===== config.mk =====
export PLATFORM = sky130hd
export DESIGN_NAME = ir_fetch_ctrl
export DESIGN_NICKNAME = d
export VERILOG_FILES = /design/src/rtl/ir_fetch_ctrl_pkg.sv /design/src/rtl/fetch_watchdog.sv /design/src/rtl/ir_fetch_ctrl.sv
export SDC_FILE = /design/constraint.sdc
export NUM_CORES = 1
export LEC_CHECK = 0
export CAP_MARGIN = 30
export CORE_UTILIZATION = 40
export DETAILED_ROUTE_END_ITERATION = 12
export GPL_TIMING_DRIVEN = 0
export PLACE_DENSITY = 0.76
export SLEW_MARGIN = 0
export SYNTH_ARGS = -nofsm -noshare
export SYNTH_HDL_FRONTEND = slang
export SYNTH_SLANG_ARGS = --single-unit
export TNS_END_PERCENT = 20

===== constraint.sdc =====
create_clock -name clk -period 1.4 [get_ports clk]
set_input_delay 0.21 -clock clk [delete_from_list [all_inputs] [get_ports clk]]
set_output_delay 0.21 -clock clk [all_outputs]
set_load 0.01 [all_outputs]

===== src/rtl/ir_fetch_ctrl_pkg.sv =====
// Shared rob_processor definitions for the instruction-register path:
// instruction width and the fetch sequencer state encoding.
package ir_fetch_ctrl_pkg;

  localparam int INSTR_W = 18;

  typedef enum logic [2:0] {
    ST_IDLE  = 3'd0,
    ST_FETCH = 3'd1,
    ST_ISSUE = 3'd2,
    ST_VALID = 3'd3,
    ST_EXEC  = 3'd4,
    ST_FAULT = 3'd5
  } fetch_state_e;

  function automatic logic state_is_busy(input fetch_state_e s);
    return (s != ST_IDLE) && (s != ST_FAULT);
  endfunction

endpackage


===== src/rtl/fetch_watchdog.sv =====
// Fetch watchdog: counts FETCH cycles without a memory ack and flags expiry
// in the cycle the count reaches TIMEOUT. TIMEOUT=0 disables it entirely.
module fetch_watchdog #(
  parameter int TIMEOUT = 15
) (
  input  logic clk,
  input  logic rst,
  input  logic clear,
  input  logic enable,
  output logic expired
);

  localparam int CNT_W = (TIMEOUT > 0) ? $clog2(TIMEOUT + 1) : 1;

  generate
    if (TIMEOUT == 0) begin : g_off
      logic unused_inputs;
      assign unused_inputs = ^{clk, rst, clear, enable};
      assign expired       = 1'b0;
    end else begin : g_on
      localparam logic [CNT_W-1:0] MAX  = CNT_W'(TIMEOUT);
      localparam logic [CNT_W-1:0] LAST = CNT_W'(TIMEOUT - 1);

      logic [CNT_W-1:0] count_q;
      logic [CNT_W-1:0] count_d;

      always_comb begin
        count_d = count_q;
        if (clear) begin
          count_d = '0;
        end else if (enable && (count_q != MAX)) begin
          count_d = count_q + 1'b1;
        end
      end

      always_ff @(posedge clk or posedge rst) begin
        if (rst) begin
          count_q <= '0;
        end else begin
          count_q <= count_d;
        end
      end

      // Expiry is combinational so the owner can leave FETCH on this same edge.
      assign expired = enable && !clear && (count_q == LAST);
    end
  endgenerate

endmodule


===== src/rtl/ir_fetch_ctrl.sv =====
// Instruction-register fetch sequencer: fetch, write IR, read IR for one
// decode cycle, wait for execute, then advance or redirect the PC.
module ir_fetch_ctrl
  import ir_fetch_ctrl_pkg::*;
#(
  parameter int                ADDR_W   = 10,
  parameter logic [ADDR_W-1:0] PC_RESET = '0,
  parameter int                TIMEOUT  = 15
) (
  input  logic              clk,
  input  logic              rst,
  input  logic              start,
  input  logic              halt_req,
  output logic              mem_req,
  output logic [ADDR_W-1:0] mem_addr,
  input  logic              mem_ack,
  output logic              wr_IR,
  output logic              re_IR,
  output logic              ir_valid,
  input  logic              ex_done,
  input  logic              br_taken,
  input  logic [ADDR_W-1:0] br_target,
  output logic [ADDR_W-1:0] pc,
  output logic              busy,
  output logic              fault
);

  fetch_state_e      state_q;
  fetch_state_e      state_d;
  logic [ADDR_W-1:0] pc_q;
  logic [ADDR_W-1:0] pc_d;
  logic              wd_clear;
  logic              wd_enable;
  logic              wd_expired;

  // Holding the count cleared outside FETCH guarantees a fresh count on each entry.
  assign wd_clear = (state_q != ST_FETCH);

  fetch_watchdog #(
    .TIMEOUT (TIMEOUT)
  ) u_watchdog (
    .clk     (clk),
    .rst     (rst),
    .clear   (wd_clear),
    .enable  (wd_enable),
    .expired (wd_expired)
  );

  always_comb begin
    state_d   = state_q;
    pc_d      = pc_q;
    mem_req   = 1'b0;
    wr_IR     = 1'b0;
    re_IR     = 1'b0;
    ir_valid  = 1'b0;
    fault     = 1'b0;
    wd_enable = 1'b0;
    unique case (state_q)
      ST_IDLE: begin
        if (start) begin
          state_d = ST_FETCH;
        end
      end
      ST_FETCH: begin
        mem_req = 1'b1;
        if (mem_ack) begin
          wr_IR   = 1'b1;
          state_d = ST_ISSUE;
        end else begin
          wd_enable = 1'b1;
          if (wd_expired) begin
            state_d = ST_FAULT;
          end
        end
      end
      ST_ISSUE: begin
        re_IR   = 1'b1;
        state_d = ST_VALID;
      end
      ST_VALID: begin
        ir_valid = 1'b1;
        state_d  = ST_EXEC;
      end
      ST_EXEC: begin
        if (ex_done) begin
          pc_d    = br_taken ? br_target : pc_q + 1'b1;
          state_d = halt_req ? ST_IDLE : ST_FETCH;
        end
      end
      ST_FAULT: begin
        fault = 1'b1;
      end
      default: begin
        state_d = ST_IDLE;
      end
    endcase
  end

  always_ff @(posedge clk or posedge rst) begin
    if (rst) begin
      state_q <= ST_IDLE;
      pc_q    <= PC_RESET;
    end else begin
      state_q <= state_d;
      pc_q    <= pc_d;
    end
  end

  assign pc       = pc_q;
  assign mem_addr = pc_q;
  assign busy     = state_is_busy(state_q);

endmodule


Word-level counts from Yosys, hierarchy flattened. Cells that the tools add are included.

RAM bits: 0. Latch bits: 0. ROM bits: 0. Register bits: 17. Input bits: 17. Output and inout port bits: 26. Memories: 0. Logic and storage cells: 45.

Shift operators: 0. Equality and inequality tests: 12. Divide/modulo/power cells: 0. Bitwise gates (word level): 1. Order comparisons: 0. Reduce and logical (&&, ||, !) cells: 10. Add/sub/neg operators: 2. Multiplexer cells: 17. Multipliers: 0.

Operator list (number): one-hot mux 3 bit (6 select lines) (1); two-way mux 3 bit (4); adder 10 x 1 -> 10 bit (second input constant) (1); two-way mux 10 bit (1); two-way mux 1 bit (9); two-way mux 4 bit (2); == test 3 x 2 -> 1 bit (second input constant) (2); == test 3 bit (second input constant) (2); adder 4 x 1 -> 4 bit (second input constant) (1); == test 4 bit (second input constant) (1); logical AND 1 bit (4); != test 2 bit (second input constant) (2); != test 4 bit (second input constant) (1); AND reduction 4 bit (1); == test 3 x 1 -> 1 bit (second input constant) (1); zero test 3 bit (1); != test 3 x 1 -> 1 bit (second input constant) (1); != test 3 x 2 -> 1 bit (second input constant) (1); != test 3 bit (second input constant) (1); nonzero test 3 bit (1); AND reduction 2 bit (1); nonzero test 2 bit (1); zero test 1 bit (1); inverter 1 bit (1).

Longest topological paths before layout.
Depth after elaboration: 7. Depth in mapped cells: 6.

Hierarchy. A second synthesis with hierarchy kept.

Cells, all modules: 141. Area, all modules: 1262.5 sq um.

By module, submodules not included: ir_fetch_ctrl (times used 1, seq. area each 325.3 sq um, area each 1019.7 sq um, cells an instance 116); fetch_watchdog (times used 1, seq. area each 100.1 sq um, area each 242.7 sq um, cells an instance 25).

Least setup slack after synthesis. OpenSTA, ideal clock, no wires.

Path kind: flip-flop to flip-flop. Start: reg pc_q[0], in the netlist mem_addr[0]. End: reg pc_q[6], in the netlist mem_addr[6]. Data arrival time: 1.393 ns. Stages on the path, launching flop included: 7. Path slack: -0.131 ns. Path through: dfrtp_1 -> ha_1 -> and3_1 -> buf_2 -> a31o_2 -> a21oi_1 -> a21oi_1.

Longest elaborated chain between the ends: 2.

Ends and longest elaborated chain: start, declared (line ir_fetch_ctrl.sv:30) `logic [ADDR_W-1:0] pc_q;`; start signal, assigned (line ir_fetch_ctrl.sv:105) `pc_q <= pc_d;`; adder 10 x 1 -> 10 bit (line ir_fetch_ctrl.sv:86) `pc_d = br_taken ? br_target : pc_q + 1'b1;`; two-way mux 10 bit (line ir_fetch_ctrl.sv:86).

No other way between the ends. A chain may end at the register's enable or synchronous reset.

Worst setup path in the final report.
Start: reg state_q[1]. End: out wr_IR.

Longest elaborated chain between the ends: 2.

Ends and longest elaborated chain: start, declared (line ir_fetch_ctrl.sv:28) `fetch_state_e state_q;`; start signal, assigned (line ir_fetch_ctrl.sv:104) `state_q <= state_d;`; == test 3 x 1 -> 1 bit (line ir_fetch_ctrl.sv:58) `unique case (state_q)`; two-way mux 1 bit (line ir_fetch_ctrl.sv:58); end, declared (line ir_fetch_ctrl.sv:17) `output logic wr_IR,`.

No other way between the ends.

==> run metrics <==
status finished, violations left; failing checks setup timing; WL/cell between 10 and 15 um; Cells after Synth 131; Synth Flop Type dfrtp_1; Post-DP Area ~0.0016 mm2; Fin Hold WS between 0.3 and 0.4 ns; sequential area share after synthesis 36.2%; H-tree depth 1; final non-filler cell area 0.00185 mm2; YS warnings 0; Final setup viols 10; FF-to-FF setup slack -0.04 ns; ys async rst share 100%; Tcrit/Tclk final 107%; VDD IR max between 1.5 and 2 mV; fin nets roughly 210; # hold bufs at CTS 0; Max clock buf depth 2; count of state elements after synthesis 17; cell internal pwr approximately 2.1 mW; number of fill cells between 200 and 250; fmax between 600 and 700 MHz; GRT overflow 0; Max Clock Skew ~0.011 ns; die area 0.00315 mm2; max-slew violation count 0; CP endpoint kind output pin; Starting Density between 40% and 50%; Cell variety after synth 33; Residual DRC 0; synthesized area per cell ~9 um2; Synth-to-Final Area Change 57.7%; gp weighted congestion just under 0.8; EDFF count, synth 0; clock share of power around 7.8%; # port buffers 42; DIE WIDTH 56.2 um; first-pass GRT wire length around 5300 um; RSZ-0062 raised after global routing true; clock latency on the worst-skew pair roughly 0.3 ns; Worst Path Arrival between 1 and 1.5 ns; setup ws final -0.0987 ns; first-pass detailed-route iteration total 4; Post-Route WL approximately 3200 um; cell area after synthesis ~0.0012 mm2; vias in the first global route 1,188; initial antenna violation count 0; area of the core 0.00276 mm2; post-DP HPWL 2090 um; CTS tree yes; Slew @ Worst Pin a little over 0.7 ns; switch share between 40% and 50%; R2R Path End mem_addr[4]; Pwr Density between 1500 and 2000 mW/mm2; vias per cell approximately 5.3; Hold Fails Final Rpt 0; Hold Path Class primary input to async pin; Max FO, Critical Path 5; critical path capture point wr_IR; Startpoint Class flip-flop; Syn Nets approximately 150; Leakage around 0.86 nW; largest net degree at the start of global routing 18; Die Y roughly 56 um; GR Util All Layers approximately 22%; Critical path origin state_q[1]; Worst Path Required approximately 1.2 ns; Gate power share about two thirds; WS Path Type flip-flop to output pin; Antenna Nets Post-Route 0; I/O Pins between 40 and 50; min cycle time layout around 1.5 ns; Reg power frac between 20% and 30%; FF-to-FF Start state_q[0]; Clock Sinks 17; Root Buffer clkbuf_4; DRT iter0 DRCs 34; Reg2Reg Depth 6; setup TNS -0.496 ns; layout cells sized above 1 around two fifths; Num CTS Buffers 3; antenna diode instance count 0; via count ~1,200; pre-CTS setup slack -0.432 ns; clock transition at the registers of the reported paths about 0.12 ns; Max-Cap Viols 0; Slew HR a little over half; Switch Pwr 1.45 mW; # rows 19
## synth_stat cells, drive strengths merged (3+ instances only)
library cell	number	share of area, %
inv	6	1.9
nand2	5	1.6
a21oi	17	7.2
ha	3	3.2
nor3	4	1.7
mux2i	5	4.3
nor2b	3	1.6
a211oi	3	1.9
buf	18	11
and3	3	1.6
nor2	11	3.5
o21ai	10	4.3
nand4	4	2.1
dfrtp	17	36
## metrics by stage
| stage | total power [mW] | cells | utilization, % |
|---|---|---|---|
| floorplan | 1.97 | 131 | - |
| global placement | 2.80 | 204 | 59.8 |
| detailed placement | 2.86 | 204 | 59.8 |
| CTS | 3.38 | 220 | 64.2 |
| global route | 3.84 | 224 | 67.1 |
| finish | 3.58 | 224 | 67.1 |
## power by group through the flow
stage	logic, mW	clock network [mW]	registers [mW]
2_1_floorplan	0.991	0	0.980
3_3_place_gp	1.84	0	0.957
3_5_place_dp	1.89	0	0.975
4_1_cts	2.17	0.287	0.921
5_1_grt	2.56	0.305	0.977
6_report	2.36	0.279	0.939
## flip-flops by register name, indices dropped and copies added, names as in the netlist
register                 flops
mem_addr                    10
state_q                      3
u_watchdog.g_on.count_q      4
## cells in the final DEF (no fill, tap or decap), drive strengths merged, types with 4 or more instances in the layout
master and n:
buf 50, a21oi 17, dfrtp 17, clkdlybuf4s50 16, nor2 11, dlygate4sd2 10
o21ai 10, inv 6, mux2i 5, nand2 5, nand4 4, nor3 4
## critical path, stage by stage, from the launching register on
cell	delay [ns]
dfrtp_1	0.43
buf_6	0.15
nor2b_4	0.14
nand2_4	0.08
nor2_4	0.09
buf_6	0.10
## logic make-up (layout without fill, tap and decap cells)
group	count (synthesis)	in the layout	synth area share (%)
xor+xnor	3	3	2.24
flops	17	17	36.2
mux	5	5	4.26
compound gates	35	35	16.6
simple gates	44	44	24.4
fa+ha+maj	3	3	3.20
buf+inv	24	86	13.0
## worst min-delay path by stage
| stage | startpoint | end | slack, ns |
|---|---|---|---|
| 3_3_place_gp | mem_addr[9] | mem_addr[9] | 0.54 |
| 5_1_grt | rst | u_watchdog.g_on.count_q[1] | 0.38 |
| 3_5_place_dp | mem_addr[9] | mem_addr[9] | 0.56 |
| 4_1_cts | rst | u_watchdog.g_on.count_q[3] | 0.33 |
| 2_1_floorplan | rst | mem_addr[2] | 0.14 |
| 6_report | rst | mem_addr[6] | 0.32 |
## cell type report
type / count / area (um2) / share of cell area, %
sequential: 17 / 432 / 23.3
multi-input combinational: 90 / 689 / 37.3
inverter: 6 / 22.5 / 1.22
buffer: 17 / 135 / 7.30
clock buffer: 3 / 22.5 / 1.22
timing repair buffer: 59 / 505 / 27.3
tap: 31 / 38.8 / 2.10
clock inverter: 1 / 5.00 / 0.270
## layer usage
layer,vias up,track usage [%],part of all wire [%]
li1,581,-,-
met1,559,24.6,40
met2,45,38.1,53
met3,4,4.19,6.1
met4,0,10.5,1.1
met5,-,0,0
## timing repair
item                                   4_1_cts  5_1_grt
endpoints found under the hold margin        0        0
setup endpoints to repair                   29       17
resized for setup                           63       19
pin swaps                                    2        4
buffers inserted                            12        4
cloned                                       0        1
No activity file was read; power rests on OpenSTA's default activity.
